===== config.mk =====
export PLATFORM = sky130hd
export DESIGN_NAME = result_fifo
export DESIGN_NICKNAME = d
export VERILOG_FILES = /design/src/rtl/result_fifo_pkg.sv /design/src/rtl/result_fifo_mem.sv /design/src/rtl/result_fifo.sv
export SDC_FILE = /design/constraint.sdc
export NUM_CORES = 1
export LEC_CHECK = 0
export ABC_AREA = 1
export CAP_MARGIN = 25
export CORE_MARGIN = 5
export CORE_UTILIZATION = 49
export DETAILED_ROUTE_END_ITERATION = 8
export PLACE_DENSITY_LB_ADDON = 0.25
export RECOVER_POWER = 100
export SETUP_SLACK_MARGIN = 0.15
export SYNTH_ARGS = -nofsm -noshare
export SYNTH_HDL_FRONTEND = slang
export SYNTH_SLANG_ARGS = --single-unit

===== constraint.sdc =====
create_clock -name clk -period 1.7 [get_ports clk]
set_input_delay 0.34 -clock clk [delete_from_list [all_inputs] [get_ports clk]]
set_output_delay 0.34 -clock clk [all_outputs]
set_load 0.005 [all_outputs]

===== src/rtl/result_fifo_pkg.sv =====
// Shared defaults and width helpers for the result FIFO slice.
// Latency: n/a (declarations only).
// Backpressure: n/a (declarations only).
package result_fifo_pkg;

    // Default word width, matching the upstream 16-bit buffer stage.
    localparam int RESULT_FIFO_K_DEFAULT     = 16;
    // Default storage depth; must be a power of two, at least 2.
    localparam int RESULT_FIFO_DEPTH_DEFAULT = 4;

    // Pointer width for a given depth: pointers wrap modulo depth for free.
    function automatic int ptrWidth(input int depth);
        return $clog2(depth);
    endfunction

    // Occupancy width for a given depth: one extra bit so count can reach depth.
    function automatic int cntWidth(input int depth);
        return $clog2(depth) + 1;
    endfunction

    localparam int RESULT_FIFO_PTR_W_DEFAULT = ptrWidth(RESULT_FIFO_DEPTH_DEFAULT);
    localparam int RESULT_FIFO_CNT_W_DEFAULT = cntWidth(RESULT_FIFO_DEPTH_DEFAULT);

endpackage


===== src/rtl/result_fifo_mem.sv =====
// Storage array for result_fifo: DEPTH x K, one write port, one async read port.
// Latency: write lands on the clock edge; read is combinational from the address.
// Backpressure: none; the owner decides when writes are legal.
module fifo_mem #(
    parameter int K     = 16,
    parameter int DEPTH = 4,
    parameter int PW    = 2
) (
    input  logic          clk,
    input  logic          wrEn,
    input  logic [PW-1:0] wrAddr,
    input  logic [K-1:0]  wrData,
    input  logic [PW-1:0] rdAddr,
    output logic [K-1:0]  rdData
);

    // Deliberately not reset: the owner masks the read data while empty.
    logic [K-1:0] mem [DEPTH];

    // Write the addressed entry when enabled.
    always_ff @(posedge clk) begin
        if (wrEn) begin
            mem[wrAddr] <= wrData;
        end
    end

    assign rdData = mem[rdAddr];

endmodule


===== src/rtl/result_fifo.sv =====
// First-word-fall-through FIFO between the 16-bit buffer stage and the consumer.
// Latency: a word pushed into an empty FIFO is visible on out_data the next cycle.
// Backpressure: in_ready drops only when full; it does not depend on out_ready.
module result_fifo
    import result_fifo_pkg::*;
#(
    parameter int K     = RESULT_FIFO_K_DEFAULT,
    parameter int DEPTH = RESULT_FIFO_DEPTH_DEFAULT
) (
    input  logic                       clk,
    input  logic                       rst,
    input  logic                       clear,
    input  logic [K-1:0]               in_data,
    input  logic                       in_valid,
    output logic                       in_ready,
    output logic [K-1:0]               out_data,
    output logic                       out_valid,
    input  logic                       out_ready,
    output logic [cntWidth(DEPTH)-1:0] count
);

    localparam int PW = ptrWidth(DEPTH);
    localparam int CW = cntWidth(DEPTH);

    logic [PW-1:0] wrPtr;
    logic [PW-1:0] rdPtr;
    logic [CW-1:0] occ;
    logic [K-1:0]  headData;
    logic          doPush;
    logic          doPop;
    logic          memWrEn;

    // Handshake flags derive only from registered occupancy, so they are glitch-free.
    always_comb begin
        in_ready  = (occ != CW'(DEPTH));
        out_valid = (occ != '0);
        doPush    = in_valid && in_ready;
        doPop     = out_valid && out_ready;
        // A reset or flush edge must not leave a half-completed write behind.
        memWrEn   = doPush && !rst && !clear;
        out_data  = out_valid ? headData : '0;
    end

    assign count = occ;

    // Pointer and occupancy update; rst outranks clear, which outranks push/pop.
    always_ff @(posedge clk) begin
        if (rst) begin
            wrPtr <= '0;
            rdPtr <= '0;
            occ   <= '0;
        end else if (clear) begin
            wrPtr <= '0;
            rdPtr <= '0;
            occ   <= '0;
        end else begin
            if (doPush) begin
                wrPtr <= wrPtr + PW'(1);
            end
            if (doPop) begin
                rdPtr <= rdPtr + PW'(1);
            end
            case ({doPush, doPop})
                2'b10:   occ <= occ + CW'(1);
                2'b01:   occ <= occ - CW'(1);
                default: occ <= occ;
            endcase
        end
    end

    fifo_mem #(
        .K     (K),
        .DEPTH (DEPTH),
        .PW    (PW)
    ) u_mem (
        .clk    (clk),
        .wrEn   (memWrEn),
        .wrAddr (wrPtr),
        .wrData (in_data),
        .rdAddr (rdPtr),
        .rdData (headData)
    );

endmodule


== Yosys cells after proc, flatten, opt, wreduce, memory -nomap -nowiden ==
Memory sizes are Yosys's and may differ from the RTL's. A register that Yosys moved wholly into a read port is not among the register bits.
Index checks and enable logic that the tools add are counted.

* Memory bits (writable): 64
* Register bits after elaboration: 7
* Bits of input ports: 21
* Memories: 1

* Equal/unequal tests: 3
* $add $sub $neg: 4
* Mux-type cells: 6
* Reductions and logical operators: 9

{| class="wikitable"
|+ Memory list
! name !! words !! width !! read ports !! clocked after Yosys merged registers in !! wr ports !! RTL line !! RTL
|-
| u_mem.mem || 4 || 16 || 1 || 1 || 1 || result_fifo_mem.sv:18 || <nowiki>logic [K-1:0] mem [DEPTH];</nowiki>
|}

{| class="wikitable"
|+ Operators by type and width
! cell !! number
|-
| $mux 16 || 1
|-
| $pmux 3 s2 || 1
|-
| $add 2x1->2 const B || 2
|-
| $logic_and 1x1->1 || 4
|-
| $mux 2 || 2
|-
| $add 3x1->3 const B || 1
|-
| $ne 3x3->1 const B || 1
|-
| $reduce_bool 3->1 || 1
|-
| $sub 3x1->3 const B || 1
|-
| $eq 2x1->1 const B || 1
|-
| $eq 2x2->1 const B || 1
|-
| $logic_not 1->1 || 2
|-
| $mux 1 || 2
|-
| $reduce_bool 2->1 || 1
|-
| $reduce_or 2->1 || 1
|}

== Logic depth before layout (Yosys ltp) ==
Gate-level depths: netlist of the first run.

* Depth after elaboration: 6
* Gate-level depth with buffers: 13
* Gate-level depth less buffers: 13

== Cells and area by module ==
Synthesis of the first run repeated with hierarchy kept, for this count alone.

* Cell total of the unflattened synthesis: 351
* Area, all modules: 3298.2 um^2

{| class="wikitable"
|+ Modules (own cells, without submodules)
! module !! instances !! area each (um^2) !! cells an instance !! seq. area each (um^2)
|-
| fifo_mem || 1 || 2758.9 || 259 || 1921.8
|-
| result_fifo || 1 || 539.3 || 92 || 140.1
|}

== Worst setup path before layout of the first run ==
OpenSTA, ideal clock, no wires.

* Kind: input to register
* Start point: in rst
* End point: mem u_mem.mem[0][0], enable pin
* Slack: -180 ps
* Cell stages on the path: 3
* Arrival time: 1491 ps
* Library setup time: 389 ps
* Buffers on the path: 0
* Cells stage by stage: nor2_1 -> nand2_1 -> nor2_1

* Longest elaborated chain between the ends: 5

{| class="wikitable"
|+ RTL lines
! element !! RTL line !! RTL
|-
| start: declaration || result_fifo.sv:11 || <nowiki>input logic rst,</nowiki>
|-
| $logic_not 1->1 || result_fifo.sv:40 || <nowiki>memWrEn = doPush && !rst && !clear;</nowiki>
|-
| $logic_and 1x1->1 (2 in a row) || result_fifo.sv:40 ||
|-
| $mux 1 || result_fifo_mem.sv:22 || <nowiki>if (wrEn) begin</nowiki>
|-
| $mux 1 (not written as such) || result_fifo_mem.sv:23 || <nowiki>mem[wrAddr] <= wrData;</nowiki>
|-
| end: declaration || result_fifo_mem.sv:18 ||
|}

No other way between the ends.

==> results of run 1 <==
==> routing by layer <==
layer / GRT usage, % / wire length, um / up-vias
li1: - / - / 1052
met1: 21.3 / 2600 / 1035
met2: 31.6 / 3660 / 60
met3: 4.84 / 367 / 11
met4: 8.10 / 100 / 0
met5: 0 / 0 / -
==> where the power goes <==
| part | total, mW | switching, mW | internal [mW] |
|---|---|---|---|
| logic | 0.378 | 0.198 | 0.180 |
| clock network | 1.62 | 0.650 | 0.974 |
| registers | 1.99 | 0.0145 | 1.97 |
==> cell families (layout without fill, tap and decap cells) <==
logic type	Yosys count	in the layout	share of synthesized area [%]
AOI/OAI and AO/OA	54	54	9.10
and+or+nand+nor	99	99	13.0
adders and majority gates	6	6	2.72
buffers and inverters	31	113	6.01
DFF	73	73	69.2
==> worst paths after layout <==
check | end | depth (start not counted) | slack [ns] | startpoint
worst min-delay path | flop | 2 | 0.51 | rdPtr[1]$_SDFFE_PP0P_
worst min register to register | flop | 2 | 0.51 | rdPtr[1]$_SDFFE_PP0P_
worst max register to register | count[2]$_SDFFE_PP0P_ | 13 | -0.12 | count[1]$_SDFFE_PP0P_
worst max-delay path | out_data[7] | 7 | -0.17 | flop
==> worst max-delay path, cell delays in order (launching register included) <==
cell     delay (ns)
dfxtp_4        0.38
buf_6          0.13
buf_12         0.12
nor2_1         0.05
nor2_1         0.11
o21ai_1        0.09
a21oi_1        0.17
buf_2          0.14
==> repair_timing <==
| action | 4_1_cts | 5_1_grt |
|---|---|---|
| endpoints found under the setup margin | 87 | 84 |
| gates resized for setup | 109 | 36 |
| buffers inserted | 11 | 2 |
| gates cloned | 3 | 0 |
| pin swaps | 22 | 26 |
==> cells in the final DEF (no fill, tap or decap), types with 3 or more instances in the layout <==
| master | synthesis | final |
|---|---|---|
| nand2_1 | 14 | 8 |
| bufinv_16 | 0 | 3 |
| dfxtp_1 | 9 | 7 |
| nor2_1 | 78 | 61 |
| a21oi_2 | 0 | 4 |
| clkbuf_8 | 0 | 9 |
| nand2_2 | 0 | 6 |
| inv_1 | 17 | 14 |
| inv_2 | 2 | 3 |
| buf_6 | 6 | 10 |
| nor2_2 | 0 | 8 |
| nand3_1 | 4 | 3 |
| buf_12 | 0 | 4 |
| dlygate4sd2_1 | 0 | 3 |
| dlygate4sd3_1 | 0 | 17 |
| o21ai_2 | 0 | 10 |
| nor2_4 | 1 | 10 |
| edfxtp_1 | 64 | 64 |
| ha_1 | 5 | 4 |
| buf_8 | 0 | 3 |
| o21ai_1 | 30 | 22 |
| a21oi_1 | 19 | 15 |
| clkdlybuf4s50_1 | 0 | 3 |
| buf_2 | 0 | 18 |
| buf_4 | 5 | 15 |
==> state kept, by name, indices dropped and copies added, names as in the netlist, named ones only <==
name / cells
count: 3
u_mem.mem: 64
rdPtr: 2
wrPtr: 2
==> stage by stage <==
stage	instances	total power [mW]	util, %	worst slack [ns]
floorplan	263	2.17	-	0.0218
global placement	388	2.36	61.4	-0.239
detailed placement	388	2.37	61.4	-0.329
CTS	418	3.99	68.1	-0.131
global route	420	4.14	69.9	-0.274
finish	420	3.99	69.9	-0.165
==> cell type report <==
class / count / share of cell area (%)
multi-input cells: 159 / 22.2
repair buffers: 77 / 17.5
well taps: 75 / 2.24
flip-flops and latches: 73 / 50.3
inverters: 20 / 2.03
clock inverters: 7 / 2.81
clock buffers: 9 / 2.96
==> results by group, run 1 <==
Outcome
  • Status: complete, but fails checks
  • Failing checks: negative setup slack

Global route
  • Pin count of the biggest net entering global routing: 17
  • Remaining Overflow, GRT: 0
  • Initial antenna violation count: 0
  • Vias in the first global route: 2,131
  • First-pass GRT wire length: 10,500 um
  • Total GRT Usage: 18.3%

Synthesis
  • Largest area contributor in the netlist: edfxtp_1
  • Ys async rst share: 0%
  • Mean Syn Cell Area: 11.6 um^2
  • Unique cell type count in the Yosys netlist: 19
  • Share of the synthesized area in the top cell type: 63.2%
  • Mapped Cells: 263
  • Register area share after synthesis: 69.2%
  • Largest cells by area after synthesis: edfxtp_1 (63%), nor2_1 (9.6%), dfxtp_1 (5.9%)
  • Post-synth EDFFs: 64
  • Synth cell count leaders: nor2_1 (78), edfxtp_1 (64), o21ai_1 (30), a21oi_1 (19), inv_1 (17)
  • Count leader, synth: nor2_1
  • Post-Syn Nets: 290
  • Count of state elements after synthesis: 73
  • Post-Syn Area: 3040 um^2
  • Ys Warns: 0
  • Most used DFF post-synth: edfxtp_1

CTS
  • CTS buffer count: 9
  • Worst-Skew Late Latency: 0.34 ns
  • Hold-fix buffers, CTS: 0
  • Sink Count: 73
  • CTS root buffer: clkbuf_8
  • CTS tree: done
  • Worst-path clk slew: 0.08 ns
  • Max clock buf depth: 2
  • H-tree levels: 3

Drt
  • 1st-pass router iterations: 4
  • 1st-iter DRT viols: 168
  • Antenna-violating nets left: 0
  • WL per Instance: 16.0 um
  • WL final: 6740 um
  • Vias: 2,158
  • Drt drc: 0
  • Via density: 5.14

STA
  • Slew HR: 70.1%
  • Clk_skew: 0.00678 ns
  • Setup ws final: -0.165 ns
  • Max Clock Freq: 536 MHz
  • RSZ-0062 raised after global routing: true
  • Final-report setup violation count: 30
  • TNS Setup: -1.80 ns
  • Minimum clock period: 1.87 ns
  • Slew @ Worst Pin: 0.448 ns
  • Final hold vios: 0
  • Worst hold slack: 0.507 ns
  • Crit share post-route: 110%
  • Final Max Tran Viols: 0

Die
  • Initial cell density of the core: 50.7%
  • Die ar.: 7880 um^2
  • I/O pins: 42
  • Row cnt: 28
  • Core area: 5990 um^2
  • Die height: 88.8 um
  • Die X: 88.8 um

Setup path
  • WP data arrival: 1.53 ns
  • Worst setup SP type: flop
  • Critical path endpoint category: output port
  • Crit Path Class: reg2out
  • WP data required: 1.36 ns
  • Maximum fanout along the worst path: 8

Cells and area
  • Share of cells above drive strength 1: 34.5%
  • Cell area after layout: 4190 um^2
  • # fillers: 414
  • Register area: 2110 um^2
  • Nets@finish: 367
  • Layout overhead on the synthesized area: 37.8%
  • # diodes: 0
  • Multi-input gate area: 928 um^2

Power and ir drop
  • P_leak: 1.57 nW
  • Peak supply drop: 0.684 mV
  • Power Density: 952 nW/um^2

Placement
  • Area after DPL: 3680 um^2
  • DP Wirelength: 3870 um
  • PortBufs: 41
  • Gpl congestion: 0.723

Job
  • Max cap viols: 0

Worst hold path
  • Min-delay worst type: reg2reg
(Power assumes the default switching activity.)
==> run 2: changes to the inputs <==
--- a/config.mk
+++ b/config.mk
@@ -6,9 +6,10 @@
 export NUM_CORES = 1
 export LEC_CHECK = 0
 export ABC_AREA = 1
-export CAP_MARGIN = 25
+export ABC_CLOCK_PERIOD_IN_PS = 1700
+export CAP_MARGIN = 0
 export CORE_MARGIN = 5
-export CORE_UTILIZATION = 49
+export CORE_UTILIZATION = 45
 export DETAILED_ROUTE_END_ITERATION = 8
 export PLACE_DENSITY_LB_ADDON = 0.25
 export RECOVER_POWER = 100
==> run 2 against run 1 <==
Compared with the run above: the flow still finishes with violations (negative setup slack); combinational power grew 14%; design area increased by 4.0%; cell count up 3.3%; sequential share of layout area decreased by 2.0 points; critical endpoint is now out_data[5]; largest cell class unchanged.
==> results by group, run 2 (same netlist as run 1, synthesis figures left out) <==
Die
  • Initial cell density of the core: 45.5% (was 50.7%)
  • Die ar.: 8500 um^2 (was 7880 um^2)
  • I/O pins: 42 (unchanged)
  • Die height: 92.2 um (was 88.8 um)
  • Row cnt: 30 (was 28)
  • Die X: 92.2 um (was 88.8 um)
  • Core area: 6680 um^2 (was 5990 um^2)

Global route
  • Total GRT Usage: 16.3% (was 18.3%)
  • Pin count of the biggest net entering global routing: 17 (unchanged)
  • Initial antenna violation count: 0 (unchanged)
  • First-pass GRT wire length: 10,400 um (was 10,500 um)
  • Vias in the first global route: 2,170 (was 2,131)
  • Remaining Overflow, GRT: 0 (unchanged)

Placement
  • Placed cell count: 397 (was 388)
  • Gpl congestion: 0.747 (was 0.723)
  • PortBufs: 41 (unchanged)
  • DP Wirelength: 3770 um (was 3870 um)
  • Place WS: -0.296 ns (was -0.329 ns)

Setup path
  • RR Startpoint: count[1]$_SDFFE_PP0P_ (unchanged)
  • WP data arrival: 1.54 ns (was 1.53 ns)
  • CP max stage delay: 0.37 ns (was 0.38 ns)
  • Critical Path Most Common Cell: nor2_1 (unchanged)
  • Worst setup SP type: flop (unchanged)
  • Critical path endpoint category: output port (unchanged)
  • Worst reg2reg setup slack: -0.15 ns (was -0.12 ns)
  • CP endpoint: out_data[5] (was out_data[7])
  • WP data required: 1.36 ns (about the same)
  • Worst reg2reg endpoint: count[2]$_SDFFE_PP0P_ (unchanged)
  • CP max stage cell: dfxtp_4 (unchanged)
  • Reg2Reg Depth: 12 (was 13)
  • Crit Path Class: reg2out (unchanged)
  • Cell chain of the critical path: buf_12 > buf_16 > buf_8 > nor2_1 > nor2_1 > o21ai_1 > a21oi_2 > buf_2 (was buf_6 > buf_12 > nor2_1 > nor2_1 > o21ai_1 > a21oi_1 > buf_2)
  • Maximum fanout along the worst path: 8 (unchanged)

Cells and area
  • Max FFs per register: 64 (unchanged)
  • Fin cells: 434 (was 420)
  • Commonest non-fill, non-tap cell in the layout: edfxtp_1 (unchanged)
  • Share of cells above drive strength 1: 34.2% (was 34.5%)
  • Nets@finish: 376 (was 367)
  • Multi-input gate area: 935 um^2 (was 928 um^2)
  • Most flop-heavy register: u_mem.mem (unchanged)
  • # diodes: 0 (unchanged)
  • # fillers: 494 (was 414)
  • Register area: 2110 um^2 (about the same)
  • Leading cell types in the layout, fill and taps excluded: edfxtp_1 (64), nor2_1 (56), o21ai_1 (30) (was edfxtp_1 (64), nor2_1 (61), o21ai_1 (22))
  • Layout overhead on the synthesized area: 43.3% (was 37.8%)

STA
  • Final-report setup violation count: 65 (was 30)
  • Clk_skew: 0.00968 ns (was 0.00678 ns)
  • Max Clock Freq: 532 MHz (was 536 MHz)
  • Setup ws final: -0.179 ns (was -0.165 ns)
  • Worst hold slack: 0.507 ns (about the same)
  • RSZ-0062 raised after global routing: true (unchanged)
  • Crit share post-route: 111% (was 110%)
  • Final hold vios: 0 (unchanged)
  • Minimum clock period: 1.88 ns (was 1.87 ns)
  • Slew HR: 72.3% (was 70.1%)
  • Slew @ Worst Pin: 0.413 ns (was 0.448 ns)
  • Final Max Tran Viols: 0 (unchanged)

Job
  • Max cap viols: 0 (unchanged)

CTS
  • Hold-fix buffers, CTS: 0 (unchanged)
  • Max clock buf depth: 2 (unchanged)
  • H-tree levels: 3 (unchanged)
  • CTS buffer count: 9 (unchanged)
  • Worst-Skew Late Latency: 0.34 ns (about the same)
  • Worst-path clk slew: 0.08 ns (about the same)
  • CTS tree: done (unchanged)
  • Sink Count: 73 (unchanged)
  • CTS root buffer: clkbuf_8 (unchanged)

Drt
  • Via density: 4.99 (was 5.14)
  • Antenna-violating nets left: 0 (unchanged)
  • 1st-pass router iterations: 4 (unchanged)
  • 1st-iter DRT viols: 146 (was 168)
  • Vias: 2,166 (was 2,158)
  • WL per Instance: 15.6 um (was 16.0 um)
  • WL final: 6780 um (was 6740 um)
  • Drt drc: 0 (unchanged)

Outcome
  • Failing checks: negative setup slack (unchanged)
  • Status: complete, but fails checks (unchanged)

Worst hold path
  • Min-delay worst type: reg2reg (unchanged)

Power and ir drop
  • Power Density: 814 nW/um^2 (was 952 nW/um^2)
  • P_leak: 1.63 nW (was 1.57 nW)
  • Final Power: 3.55 mW (was 3.99 mW)
  • Peak supply drop: 0.578 mV (was 0.684 mV)
[run 2: repair_timing]
| action | in CTS | in global routing |
|---|---|---|
| pin swaps | 29 | 27 |
| gates resized for setup | 123 | 36 |
| cloned | 5 | 0 |
| setup buffers | 11 | 5 |
| setup endpoints to repair | 82 | 84 |
| hold endpoints to repair | 0 | 0 |
[run 2: how the worst min path moves through the flow]
| stage | start | end | cells past startpoint |
|---|---|---|---|
| 2_1_floorplan | in_data[0] | u_mem.mem[0][0]$_DFFE_PP_ | 0 |
| 3_3_place_gp | rdPtr[1]$_SDFFE_PP0P_ | rdPtr[1]$_SDFFE_PP0P_ | 2 |
| 3_5_place_dp | rdPtr[1]$_SDFFE_PP0P_ | rdPtr[1]$_SDFFE_PP0P_ | 2 |
| 4_1_cts | rdPtr[1]$_SDFFE_PP0P_ | rdPtr[1]$_SDFFE_PP0P_ | 2 |
| 5_1_grt | rdPtr[1]$_SDFFE_PP0P_ | rdPtr[1]$_SDFFE_PP0P_ | 2 |
| 6_report | rdPtr[1]$_SDFFE_PP0P_ | flop | 2 |
[run 2: area by class of cell]
cell class	count	share of cell area [%]
Timing Repair Buffer	86	22.2
Sequential cell	73	48.3
Clock buffer	9	2.84
Clock inverter	7	0.862
Inverter	20	1.95
Multi-Input combinational cell	159	21.5
Tap cell	80	2.30
[run 2: stage by stage]
| stage | TNS, ns | util [%] | area, um^2 |
|---|---|---|---|
| after detailed placement | -14.20 | 55.8 | 3730 |
| final | -3.77 | 65.2 | 4360 |
| after floorplan | 0 | - | 3060 |
| after CTS | -1.66 | 62.5 | 4170 |
| after global placement | -13.57 | 55.8 | 3730 |
| after global routing | -9.62 | 65.2 | 4360 |
[run 2: report_power, final]
part           switching, mW  internal, mW  total [mW]  leakage, nW
Clock                  0.620         0.511        1.13       0.0799
Combinational          0.210         0.222       0.432        0.894
Sequential            0.0132          1.97        1.98        0.652
Total                  0.843          2.70        3.55         1.63
[run 2: critical path: cells and delay by family, from the launching register on]
kind / cells / cell delay, ns
buffers and inverters: 4 / 0.45
AND/OR/NAND/NOR: 2 / 0.12
AO/OA/AOI/OAI: 2 / 0.25
flip-flops: 1 / 0.37
[run 2: layer usage]
metal  GRT usage [%]  vias up  part of all wire, %
li1                -     1072                    -
met1            19.9     1038                   42
met2            27.8       49                   53
met3            3.53        7                  4.2
met4            7.18        0                  1.2
met5               0        -                    0
==> run 3: changes to the inputs <==
--- a/config.mk
+++ b/config.mk
@@ -8,7 +8,7 @@
 export ABC_AREA = 1
 export ABC_CLOCK_PERIOD_IN_PS = 1700
 export CAP_MARGIN = 0
-export CORE_MARGIN = 5
+export CORE_MARGIN = 2
 export CORE_UTILIZATION = 45
 export DETAILED_ROUTE_END_ITERATION = 8
 export PLACE_DENSITY_LB_ADDON = 0.25
==> run 3 against run 2 <==
Compared with the run above: the run still ends with negative setup slack left; critical path depth is 1 lower; register-to-register slack better by 0.09 ns; clock skew is 0.0024 ns higher.
==> results by group, run 3 (same netlist as run 1, synthesis figures left out) <==
Outcome
  • Status: complete, but fails checks (unchanged)
  • Failing checks: negative setup slack (unchanged)

Power and ir drop
  • Peak supply drop: 0.529 mV (was 0.578 mV)
  • Sw power: 0.860 mW (was 0.843 mW)
  • P_leak: 1.58 nW (was 1.63 nW)
  • Flop pwr share: 55.9% (was 56.0%)
  • Clock network fraction of total power: 32.9% (was 31.9%)
  • Comb power frac: 11.1% (was 12.2%)
  • Power Density: 846 nW/um^2 (was 814 nW/um^2)
  • Sw Share: 24.2% (was 23.8%)
  • P_int: 2.69 mW (was 2.70 mW)

CTS
  • Worst-path clk slew: 0.07 ns (was 0.08 ns)
  • CTS root buffer: clkbuf_8 (unchanged)
  • CTS buffer count: 9 (unchanged)
  • Hold-fix buffers, CTS: 0 (unchanged)
  • Worst-Skew Late Latency: 0.34 ns (about the same)
  • CTS tree: done (unchanged)
  • Max clock buf depth: 2 (unchanged)
  • Sink Count: 73 (unchanged)
  • H-tree levels: 3 (unchanged)

Global route
  • Initial antenna violation count: 0 (unchanged)
  • Remaining Overflow, GRT: 0 (unchanged)
  • Pin count of the biggest net entering global routing: 17 (unchanged)
  • First-pass GRT wire length: 10,400 um (about the same)
  • Vias in the first global route: 2,255 (was 2,170)
  • Total GRT Usage: 18.9% (was 16.3%)

Cells and area
  • Share of cells above drive strength 1: 34.2% (about the same)
  • Max FFs per register: 64 (unchanged)
  • Fin cells: 428 (was 434)
  • Leading cell types in the layout, fill and taps excluded: edfxtp_1 (64), nor2_1 (57), o21ai_1 (31) (was edfxtp_1 (64), nor2_1 (56), o21ai_1 (30))
  • Nets@finish: 373 (was 376)
  • Layout overhead on the synthesized area: 38.2% (was 43.3%)
  • Cell area after layout: 4200 um^2 (was 4360 um^2)
  • # diodes: 0 (unchanged)
  • Most flop-heavy register: u_mem.mem (unchanged)
  • Commonest non-fill, non-tap cell in the layout: edfxtp_1 (unchanged)

Setup path
  • Maximum fanout along the worst path: 5 (was 8)
  • Cell chain of the critical path: buf_6 > buf_8 > nor2_1 > nor2_1 > o21ai_1 > a21oi_1 > buf_2 (was buf_12 > buf_16 > buf_8 > nor2_1 > nor2_1 > o21ai_1 > a21oi_2 > buf_2)
  • WP data required: 1.36 ns (about the same)
  • RR Startpoint: count[1]$_SDFFE_PP0P_ (unchanged)
  • CP max stage cell: dfxtp_4 (unchanged)
  • Critical Path Most Common Cell: nor2_1 (unchanged)
  • Worst reg2reg setup slack: -0.06 ns (was -0.15 ns)
  • Crit Path Class: reg2out (unchanged)
  • Reg2Reg Depth: 14 (was 12)
  • CP max stage delay: 0.41 ns (was 0.37 ns)
  • Critical path endpoint category: output port (unchanged)
  • Worst reg2reg endpoint: count[2]$_SDFFE_PP0P_ (unchanged)
  • Worst setup SP type: flop (unchanged)
  • WP data arrival: 1.51 ns (was 1.54 ns)

Drt
  • 1st-iter DRT viols: 103 (was 146)
  • Drt drc: 0 (unchanged)
  • Via density: 5.07 (was 4.99)
  • WL per Instance: 15.7 um (was 15.6 um)
  • Antenna-violating nets left: 0 (unchanged)
  • 1st-pass router iterations: 4 (unchanged)
  • Vias: 2,168 (was 2,166)
  • WL final: 6740 um (was 6780 um)

Placement
  • Placed cell count: 394 (was 397)
  • PortBufs: 41 (unchanged)
  • DP Wirelength: 3720 um (was 3770 um)
  • Area after DPL: 3690 um^2 (was 3730 um^2)
  • Gpl congestion: 0.729 (was 0.747)
  • Place WS: -0.317 ns (was -0.296 ns)

Worst hold path
  • Hold Startpoint: rdPtr[1]$_SDFFE_PP0P_ (unchanged)
  • Hold depth: 2 (unchanged)
  • Min-delay worst type: reg2reg (unchanged)

STA
  • Final Max Tran Viols: 0 (unchanged)
  • RSZ-0062 raised after global routing: true (unchanged)
  • TNS Setup: -1.44 ns (was -3.77 ns)
  • Clk_skew: 0.0121 ns (was 0.00968 ns)
  • Setup ws final: -0.148 ns (was -0.179 ns)
  • Final hold vios: 0 (unchanged)
  • Slew @ Worst Pin: 0.471 ns (was 0.413 ns)
  • Crit share post-route: 109% (was 111%)
  • Final-report setup violation count: 24 (was 65)
  • Minimum clock period: 1.85 ns (was 1.88 ns)
  • Slew HR: 68.5% (was 72.3%)
  • Max Clock Freq: 541 MHz (was 532 MHz)

Die
  • Core area: 6460 um^2 (was 6680 um^2)
  • Initial cell density of the core: 47.1% (was 45.5%)
  • Die ar.: 7430 um^2 (was 8500 um^2)
  • Row cnt: 29 (was 30)
  • I/O pins: 42 (unchanged)
  • Die X: 86.2 um (was 92.2 um)
  • Die height: 86.2 um (was 92.2 um)

Job
  • Max cap viols: 0 (unchanged)
[run 3: cell type report]
type	count	area, um^2
fill	500	2260
sequential	73	2110
multi-input combinational	159	912
timing repair buffer	83	825
clock buffer	9	124
tap	77	96.3
inverter	20	87.6
clock inverter	7	47.5
[run 3: how the worst max path moves through the flow]
stage,slack [ns],end,start
6_report,-0.15,out_data[10],flop
5_1_grt,-0.25,out_data[6],flop
4_1_cts,-0.13,out_data[10],flop
3_5_place_dp,-0.32,count[1]$_SDFFE_PP0P_,in_valid
3_3_place_gp,-0.24,count[2]$_SDFFE_PP0P_,out_ready
2_1_floorplan,0.02,u_mem.mem[0][0]$_DFFE_PP_,rst
[run 3: metrics by stage]
| step | hold slack [ns] | util, % | total power [mW] |
|---|---|---|---|
| final | 0.512 | 65.0 | 3.55 |
| after CTS | 0.507 | 63.0 | 3.55 |
| after global placement | 0.509 | 57.1 | 2.37 |
| after global routing | 0.566 | 65.0 | 3.67 |
| after detailed placement | 0.505 | 57.1 | 2.37 |
| after floorplan | 0.439 | - | 2.17 |
[run 3: layer usage]
metal / up-vias / global-route usage, % / wire length (um)
li1: 1065 / - / -
met1: 1044 / 21.3 / 2710
met2: 45 / 32.2 / 3610
met3: 14 / 5.62 / 252
met4: 0 / 10.2 / 165
met5: - / 0 / 0
[run 3: what timing repair did]
item | 4_1_cts | 5_1_grt
gates resized for setup | 113 | 40
pin swaps | 23 | 34
buffers inserted | 11 | 3
gates cloned | 3 | 1
endpoints found under the setup margin | 87 | 78
[run 3: critical path: cells and delay by family, from the launching register on]
family / cells / cell delay, ns
flops: 1 / 0.41
simple gates: 2 / 0.15
buf+inv: 3 / 0.39
compound gates: 2 / 0.22
[run 3: power groups by stage]
stage	Sequential [mW]	Clock [mW]	Combinational, mW
after floorplan	2.03	0	0.144
after global placement	2.03	0	0.340
after detailed placement	2.03	0	0.344
after CTS	1.99	1.18	0.384
after global routing	1.99	1.25	0.433
final	1.99	1.17	0.396
